==> src/rtl/swap_sequencer.sv <==
`default_nettype none
// ============================================================================
// Module      : swap_sequencer
// Description : Draw-phase sequencer for one player's hand.  Captures the
//               discard decision (swap count plus up to four slot addresses),
//               then, for each discarded slot, fetches one replacement card
//               from the deck dealer over a req/ack handshake and writes it
//               into the 5-slot hand register file.  Reports completion, or
//               a dealer timeout / skipped invalid slot, to the game
//               controller.
//
// Ports       :
//   clk            system clock
//   reset          synchronous active-high reset
//   start          one-cycle pulse, decision inputs valid, begin draw
//   total_swap     number of slots to replace (clamped to MAX_SWAP)
//   swap0..3_addr  slot addresses to replace (valid range 0..4)
//   deck_req       request one card from the dealer
//   deck_ack       dealer strobe, deck_card valid this cycle
//   deck_card      card code {suit[5:4], rank[3:0]}
//   hand_wr_en     one-cycle write strobe to the hand register file
//   hand_wr_addr   slot being written
//   hand_wr_data   replacement card
//   busy           high while a draw is in progress (REQ/WR/FIN)
//   done           one-cycle pulse at the end of a draw
//   error          valid with done: timeout or invalid slot skipped
//   swapped_count  cards actually written, held from done to next start
//
// Revision    : 1.0 - initial release
// ============================================================================
module swap_sequencer #(
  parameter int MAX_SWAP    = 4,
  parameter int ACK_TIMEOUT = 16
) (
  input  logic       clk,
  input  logic       reset,
  input  logic       start,
  input  logic [2:0] total_swap,
  input  logic [2:0] swap0_addr,
  input  logic [2:0] swap1_addr,
  input  logic [2:0] swap2_addr,
  input  logic [2:0] swap3_addr,
  output logic       deck_req,
  input  logic       deck_ack,
  input  logic [5:0] deck_card,
  output logic       hand_wr_en,
  output logic [2:0] hand_wr_addr,
  output logic [5:0] hand_wr_data,
  output logic       busy,
  output logic       done,
  output logic       error,
  output logic [2:0] swapped_count
);

  // --------------------------------------------------------------------------
  // Constants
  // --------------------------------------------------------------------------
  localparam logic [1:0] S_IDLE = 2'd0;
  localparam logic [1:0] S_REQ  = 2'd1;
  localparam logic [1:0] S_WR   = 2'd2;
  localparam logic [1:0] S_FIN  = 2'd3;

  // Only four address inputs exist, so the effective limit never exceeds 4.
  localparam int         C_MAX_SWAP  = (MAX_SWAP > 4) ? 4 :
                                       ((MAX_SWAP < 0) ? 0 : MAX_SWAP);
  localparam logic [2:0] C_MAX_N     = 3'(C_MAX_SWAP);
  localparam logic [2:0] C_LAST_SLOT = 3'd4;

  // Timer counts 0..ACK_TIMEOUT-1 while deck_req is high; the last count
  // without an ack is the abort point, giving exactly ACK_TIMEOUT request
  // cycles before giving up.
  localparam int                 C_TMR_W    = (ACK_TIMEOUT > 1) ? $clog2(ACK_TIMEOUT) : 1;
  localparam logic               C_TMO_EN   = (ACK_TIMEOUT > 0);
  localparam logic [C_TMR_W-1:0] C_TMR_LAST = (ACK_TIMEOUT > 0) ? C_TMR_W'(ACK_TIMEOUT - 1)
                                                                : '0;

  // --------------------------------------------------------------------------
  // State and datapath registers
  // --------------------------------------------------------------------------
  logic [1:0]         state_q, state_d;
  logic [1:0]         idx_q,   idx_d;
  logic [2:0]         n_q,     n_d;
  logic [2:0]         addr_q [4];
  logic [2:0]         addr_d [4];
  logic [5:0]         data_q,  data_d;
  logic [2:0]         cnt_q,   cnt_d;
  logic               err_q,   err_d;
  logic [C_TMR_W-1:0] tmr_q,   tmr_d;

  // --------------------------------------------------------------------------
  // Combinational helpers
  // --------------------------------------------------------------------------
  logic [2:0] w_start_n;
  logic [2:0] w_cur_addr;
  logic       w_addr_bad;
  logic       w_last;
  logic       w_timeout;

  assign w_start_n  = (total_swap > C_MAX_N) ? C_MAX_N : total_swap;
  assign w_cur_addr = addr_q[idx_q];
  assign w_addr_bad = (w_cur_addr > C_LAST_SLOT);
  // idx is the position of the current slot; it is the final one when
  // idx+1 equals the latched count.
  assign w_last     = (({1'b0, idx_q} + 3'd1) == n_q);
  assign w_timeout  = C_TMO_EN && (tmr_q == C_TMR_LAST);

  // --------------------------------------------------------------------------
  // FSM: state register
  // --------------------------------------------------------------------------
  always_ff @(posedge clk) begin
    if (reset) begin
      state_q <= S_IDLE;
    end else begin
      state_q <= state_d;
    end
  end

  // --------------------------------------------------------------------------
  // FSM: next-state logic
  // --------------------------------------------------------------------------
  always_comb begin
    state_d = state_q;
    case (state_q)
      S_IDLE: begin
        if (start) begin
          state_d = (w_start_n != 3'd0) ? S_REQ : S_FIN;
        end
      end
      S_REQ: begin
        // An out-of-range slot is skipped without a request, so deck_ack
        // is only honoured when the slot is valid (deck_req high).
        if (w_addr_bad) begin
          if (w_last) begin
            state_d = S_FIN;
          end
        end else if (deck_ack) begin
          state_d = S_WR;
        end else if (w_timeout) begin
          state_d = S_FIN;
        end
      end
      S_WR: begin
        state_d = w_last ? S_FIN : S_REQ;
      end
      S_FIN: begin
        state_d = S_IDLE;
      end
      default: begin
        state_d = S_IDLE;
      end
    endcase
  end

  // --------------------------------------------------------------------------
  // FSM: outputs
  // --------------------------------------------------------------------------
  always_comb begin
    deck_req     = 1'b0;
    hand_wr_en   = 1'b0;
    hand_wr_addr = 3'd0;
    hand_wr_data = 6'd0;
    busy         = 1'b0;
    done         = 1'b0;
    error        = 1'b0;
    case (state_q)
      S_REQ: begin
        busy     = 1'b1;
        deck_req = !w_addr_bad;
      end
      S_WR: begin
        busy         = 1'b1;
        hand_wr_en   = 1'b1;
        hand_wr_addr = w_cur_addr;
        hand_wr_data = data_q;
      end
      S_FIN: begin
        busy  = 1'b1;
        done  = 1'b1;
        error = err_q;
      end
      default: begin
        busy = 1'b0;
      end
    endcase
  end

  // Count register drives the port directly so it stays stable after done.
  assign swapped_count = cnt_q;

  // --------------------------------------------------------------------------
  // Datapath: next-value logic
  // --------------------------------------------------------------------------
  always_comb begin
    idx_d  = idx_q;
    n_d    = n_q;
    addr_d = addr_q;
    data_d = data_q;
    cnt_d  = cnt_q;
    err_d  = err_q;
    tmr_d  = tmr_q;
    case (state_q)
      S_IDLE: begin
        if (start) begin
          addr_d[0] = swap0_addr;
          addr_d[1] = swap1_addr;
          addr_d[2] = swap2_addr;
          addr_d[3] = swap3_addr;
          n_d       = w_start_n;
          idx_d     = 2'd0;
          cnt_d     = 3'd0;
          err_d     = 1'b0;
          tmr_d     = '0;
        end
      end
      S_REQ: begin
        if (w_addr_bad) begin
          // Sticky error; move on to the next slot without a deck card.
          err_d = 1'b1;
          tmr_d = '0;
          if (!w_last) begin
            idx_d = idx_q + 2'd1;
          end
        end else if (deck_ack) begin
          data_d = deck_card;
        end else if (w_timeout) begin
          err_d = 1'b1;
          tmr_d = '0;
        end else begin
          tmr_d = tmr_q + C_TMR_W'(1);
        end
      end
      S_WR: begin
        cnt_d = cnt_q + 3'd1;
        tmr_d = '0;
        if (!w_last) begin
          idx_d = idx_q + 2'd1;
        end
      end
      default: begin
        tmr_d = tmr_q;
      end
    endcase
  end

  // --------------------------------------------------------------------------
  // Datapath: registers
  // --------------------------------------------------------------------------
  always_ff @(posedge clk) begin
    if (reset) begin
      idx_q  <= 2'd0;
      n_q    <= 3'd0;
      addr_q <= '{default: 3'd0};
      data_q <= 6'd0;
      cnt_q  <= 3'd0;
      err_q  <= 1'b0;
      tmr_q  <= '0;
    end else begin
      idx_q  <= idx_d;
      n_q    <= n_d;
      addr_q <= addr_d;
      data_q <= data_d;
      cnt_q  <= cnt_d;
      err_q  <= err_d;
      tmr_q  <= tmr_d;
    end
  end

endmodule
`default_nettype wire

==> config.mk <==
export PLATFORM = sky130hd
export DESIGN_NAME = swap_sequencer
export DESIGN_NICKNAME = d
export VERILOG_FILES = /design/src/rtl/swap_sequencer.sv
export SDC_FILE = /design/constraint.sdc
export NUM_CORES = 1
export LEC_CHECK = 0
export CORE_ASPECT_RATIO = 1.2
export CORE_MARGIN = 2
export CORE_UTILIZATION = 49
export DETAILED_ROUTE_END_ITERATION = 16
export GPL_ROUTABILITY_DRIVEN = 0
export PLACE_DENSITY_LB_ADDON = 0.05
export RECOVER_POWER = 25
export SLEW_MARGIN = 40
export SYNTH_ARGS = -nofsm -noshare
export SYNTH_HDL_FRONTEND = slang
export SYNTH_SLANG_ARGS = --single-unit
==> constraint.sdc <==
create_clock -name clk -period 2.52 [get_ports clk]
set_input_delay 0.504 -clock clk [delete_from_list [all_inputs] [get_ports clk]]
set_output_delay 0.504 -clock clk [all_outputs]
set_load 0.03 [all_outputs]
# Word level (Yosys, flattened, before mapping)
# Cells that the tools add are included.
[totals]
register_bits = 33
latchBits = 0
ramBits = 0
rom_bits = 0
inputBits = 25
out_inout_bits = 17
word_cells = 80
n_memories = 0
[op_classes]
addsub = 4
n_mul = 0
n_div = 0
n_lt_le_gt_ge = 3
n_eq_ne = 11
shift = 0
n_mux = 35
bitwise = 2
reduce_logical = 14
[ops]
columns = ["operator", "count"]
rows = [
  ["2-to-1 mux 2 bit", 10],
  ["2-to-1 mux 4 bit", 4],
  ["2-to-1 mux 3 bit", 5],
  ["case mux 4 bit (3 select lines)", 1],
  ["AND reduction 3 bit", 4],
  ["2-to-1 mux 1 bit", 9],
  ["inequality test 3 bit (second input constant)", 3],
  ["case mux 2 bit (4 select lines)", 1],
  ["binary-select mux 3 bit (select 2 bit)", 1],
  ["> comparator 3 bit (second input constant)", 2],
  ["2-to-1 mux 6 bit", 1],
  ["case mux 2 bit (3 select lines)", 1],
  ["case mux 3 bit (2 select lines)", 1],
  ["nonzero test 3 bit", 2],
  ["adder 4 x 1 -> 4 bit (second input constant)", 1],
  ["== test 2 bit (second input constant)", 2],
  ["== test 4 bit (second input constant)", 1],
  ["inequality test 2 bit (second input constant)", 2],
  ["inequality test 4 bit (second input constant)", 1],
  ["AND reduction 2 bit", 2],
  ["AND reduction 4 bit", 1],
  ["nonzero test 2 bit", 2],
  ["adder 2 x 1 -> 3 bit (second input constant)", 1],
  ["adder 3 x 1 -> 3 bit (second input constant)", 1],
  ["other kinds (10)", 10],
]

# Longest topological paths before layout
# Gate-level depths: netlist of run 1.
[depth]
word_depth = 7
ltp_mapped = 8
depth_no_buf = 7

# Least setup slack after synthesis of run 1
# OpenSTA, ideal clock, no wires.
[synth_timing]
kind = "register to output"
startpoint = "register idx_q[0]"
endpoint = "output deck_req"
arrival_time_ns = 1.567
t_required_ns = 2.016
slack_ns = 0.449
path_stages_with_launch = 6
n_path_buf = 2
cell_sequence = "dfxtp_1 buf_6 mux4_2 o21ai_2 and2_2 buf_2"
[synth_between]
elab_chain_len = 7
[synth_lines]
columns = ["item", "line_no", "source"]
rows = [
  ["start, declared", "81", "logic [1:0] idx_q, idx_d;"],
  ["start signal, assigned", "258", "idx_q <= idx_d;"],
  ["NOT 2 -> 3 bit (not written as such)", "100", "assign w_cur_addr = addr_q[idx_q];"],
  ["binary-select mux 3 bit (select 2 bit)", "100", ""],
  ["2-to-1 mux 3 bit (not written as such) (2 in series)", "100", ""],
  ["> comparator 3 bit", "101", "assign w_addr_bad = (w_cur_addr > C_LAST_SLOT);"],
  ["zero test 1 bit", "168", "deck_req = !w_addr_bad;"],
  ["2-to-1 mux 1 bit", "165", "case (state_q)"],
  ["end, declared", "43", "output logic deck_req,"],
]
# No other way between the ends. The select of a mux whose other input is x is not followed.

# Worst setup path after layout of run 1
[layout_timing]
startpoint = "register state_q[0]"
endpoint = "output hand_wr_data[5]"
[layout_between]
elab_chain_len = 2
[layout_lines]
columns = ["item", "line_no", "source"]
rows = [
  ["start, declared", "80", "logic [1:0] state_q, state_d;"],
  ["start signal, assigned", "114", "state_q <= state_d;"],
  ["== test 2 bit", "165", ""],
  ["2-to-1 mux 6 bit", "165", ""],
  ["end, declared", "48", "output logic [5:0] hand_wr_data,"],
]
# No other way between the ends.

==> results of run 1 <==
-- layer usage --
metal | track usage, % | part of all wire, %
met1 | 23.89 | 43
met2 | 39.49 | 52
met3 | 5.482 | 4.1
met4 | 8.430 | 1.2
met5 | 0 | 0
-- sequential cells by signal, indices dropped and copies added (netlist names) --
signal / count
idx_q: 2
data_q: 6
addr_q: 12
state_q: 2
tmr_q: 4
n_q: 3
swapped_count: 3
err_q: 1
-- synth_stat cells --
| cell | count |
|---|---|
| nand4_1 | 1 |
| buf_2 | 1 |
| a21oi_1 | 22 |
| mux2i_1 | 7 |
| o21ai_0 | 10 |
| o22ai_1 | 1 |
| nand3b_1 | 3 |
| nand4b_1 | 2 |
| clkbuf_1 | 6 |
| a41o_1 | 1 |
| and3_1 | 1 |
| nand2_1 | 39 |
| o311a_1 | 1 |
| a21oi_2 | 1 |
| mux4_2 | 3 |
| xor2_1 | 1 |
| nor2_1 | 12 |
| a31oi_1 | 2 |
| clkbuf_2 | 1 |
| buf_4 | 1 |
| or3_1 | 2 |
| nor2b_1 | 1 |
| nand2b_1 | 3 |
| a211oi_1 | 1 |
| inv_1 | 5 |
| a221o_2 | 1 |
| and2_2 | 2 |
| o21ai_2 | 1 |
| or3b_1 | 1 |
| nand3_1 | 2 |
| buf_6 | 1 |
| dlymetal6s2s_1 | 1 |
| nor3_1 | 2 |
| and2_1 | 10 |
| a32oi_1 | 1 |
| dfxtp_1 | 33 |
| a22oi_1 | 1 |
| ha_1 | 8 |
| and3_2 | 2 |
| a31o_2 | 1 |
| xnor2_1 | 2 |
| o31ai_1 | 2 |
-- cell families (layout without fill, tap and decap cells) --
group                    after synthesis  after routing
flip-flops                            33             33
AND/OR/NAND/NOR                       83             83
buffers and inverters                 16             56
AO/OA/AOI/OAI                         46             46
multiplexers                          10             10
XOR/XNOR                               3              3
adder cells (fa/ha/maj)                8              8
-- worst max-delay path: stages (launching register included) --
cell	delay, ns
dfxtp_1	0.35
inv_1	0.17
ha_4	0.26
and2_1	0.17
clkdlybuf4s50_1	0.67
-- power breakdown --
group / switching [mW] / internal, mW / leakage, nW / total (mW)
clock network: 0.178 / 0.181 / 0.0399 / 0.360
registers: 0.0826 / 0.614 / 0.269 / 0.696
logic: 0.519 / 0.383 / 0.532 / 0.902
total: 0.780 / 1.18 / 0.842 / 1.96
-- worst max path at each step --
stage | end | slack, ns
after floorplan | deck_req | 0.45
after global placement | hand_wr_addr[1] | 0.16
after detailed placement | hand_wr_addr[1] | 0.15
after CTS | hand_wr_data[5] | 0.009
after global routing | hand_wr_data[5] | 0.04
final | hand_wr_data[5] | 0.12
-- per-stage QoR --
step | cell area [um2] | hold slack, ns
global route | 2190 | 0.4929
finish | 2190 | 0.4560
global placement | 2106 | 0.4445
CTS | 2180 | 0.4600
detailed placement | 2106 | 0.4499
floorplan | 1685 | 0.4331
-- repair_timing --
action,CTS,global route
setup buffers,0,0
setup endpoints to repair,10,6
resized for setup,5,1
hold buffers,0,0
-- placed cells by master, fill, tap and decap left out, types with 5 or more instances in the layout --
cell | netlist | final
a21oi_1 | 22 | 22
and2_1 | 10 | 9
buf_4 | 1 | 5
clkbuf_8 | 0 | 5
clkdlybuf4s50_1 | 0 | 37
dfxtp_1 | 33 | 32
ha_1 | 8 | 7
inv_1 | 5 | 5
mux2i_1 | 7 | 7
nand2_1 | 39 | 39
nor2_1 | 12 | 12
o21ai_0 | 10 | 10
-- final cells by class --
class                   count  area [um2]  share of cell area (%)
inverters                   5       18.77                  0.8571
multi-input cells         150       954.7                   43.60
flip-flops and latches     33       661.9                   30.23
repair buffers             45       434.2                   19.83
well taps                  37       46.29                   2.114
clock inverters             1       5.005                  0.2286
clock buffers               5       68.82                   3.143
==> flow_metrics.tcl, run 1 <==
set metrics [dict create \
    status "finished clean" \
    num_vias 1498 \
    syn_nets 232 \
    cts_inserted_buffers 5 \
    coreArea_um2 3309 \
    cap_violations 0 \
    first_global_vias 1498 \
    yosysWarnings 0 \
    dieArea_um2 3926 \
    r2r-end "idx_q[0]$_SDFFE_PP0P_" \
    io_buffers 41 \
    die_w_um 57.54 \
    synth.ff_latch_count 33 \
    ff2ff_setup_slack_ns 0.44 \
    min_from "addr_q[4]$_SDFFE_PP0P_" \
    worstMarginPinSlew_ns 0.7746 \
    drcViolationCount 0 \
    synth_cell_types 42 \
    hold_path_class "flop to flop" \
    startpoint "state_q[0]$_SDFFE_PP0P_" \
    slew_viol_final 0 \
    synth.top_cell.area_share_pct 39.20 \
    netlist.top_cell.by_area "dfxtp_1" \
    grt.overflow.total 0 \
    p_leak_nw 0.8417 \
    clock_tree.buffer_depth 2 \
    grt_pass1_wl_um 6472 \
    synth-adder-area-share_pct 5.939 \
    ios 42 \
    grt.total_usage_pct 21.60 \
    antenna_found_initial 0 \
    crit_type "flop to primary output" \
    power.density_nw_per_um2 894.2 \
    drt_iter0_drc 41 \
    cts_root_buf "clkbuf_8" \
    holdPathStages 2 \
    rows 23 \
    setup_viol 0 \
    ant_nets 0 \
    syn_to_final_growth_pct 29.92 \
    worst_ep_arrival_time_ns 1.90 \
    cts_tree "built" \
    rsz0062_at_grt "false" \
    relSlewSlack_pct 48.33 \
    final_util_pct 66.16 \
    irDropWorstVdd_mv 0.5854 \
    max_freq_mhz 416.1 \
    grt_max_degree 18 \
    crit_fanout 15 \
    htreeDepth 2 \
    yosys.area_share.simple_pct 23.90 \
    place_ws_ns 0.1524 \
    num-nets-final 273 \
    synth_area_leaders "dfxtp_1, nand2_1, a21oi_1" \
    period_share_pct 95.37 \
    r2r_cells 7 \
    dpl.cell_count 270 \
    fin_ws_ns 0.1167 \
    avgSynthCellArea_um2 8.469 \
    fin_tns_setup_ns 0 \
    total_power_mw 1.958 \
    end_kind "primary output" \
    nFillCells 280 \
    start_util_pct 50.93 \
    vias_per_cell 5.428 \
    timing.rr.start "state_q[0]$_SDFFE_PP0P_" \
    skew_ns 0.004414 \
    synth-compound-area-share_pct 16.33 \
    clk_pin_slew_ns 0.06 \
    critPathLaunchType "flop" \
    synth_cells 199 \
    min_to "addr_q[4]$_SDFFE_PP0P_" \
    min_period_ns 2.403 \
    synth_top_family_by_area "simple AND/OR/NAND/NOR gates" \
    wire_per_inst_um 13.57 \
    clock_latency_ns 0.28 \
    drive_gt1_share_pct 10.04 \
    diodes 0 \
    synth_xor_area_share_pct 1.559 \
    die_h_um 68.25 \
    cts_sinks 33 \
    seq_area_frac_synth_pct 39.20 \
    dp_hpwl_um 2764 \
    worstPathRequired_ns 2.02 \
    finalNonFillerCells 276 \
    hold_viol_final 0 \
    synth_area_um2 1685 \
    finalWirelength_um 3745 \
    synth_mux_area_share_pct 8.166 \
    drt_pass1_iterations 4 \
]
Power figures use the tool's default switching activity.
==> inputs of run 2 (changes only) <==
Settings changed: CTS_CLUSTER_SIZE set to 10.
==> results of run 2 <==
The final DEF is identical to that of run 1; final timing and power are the same.
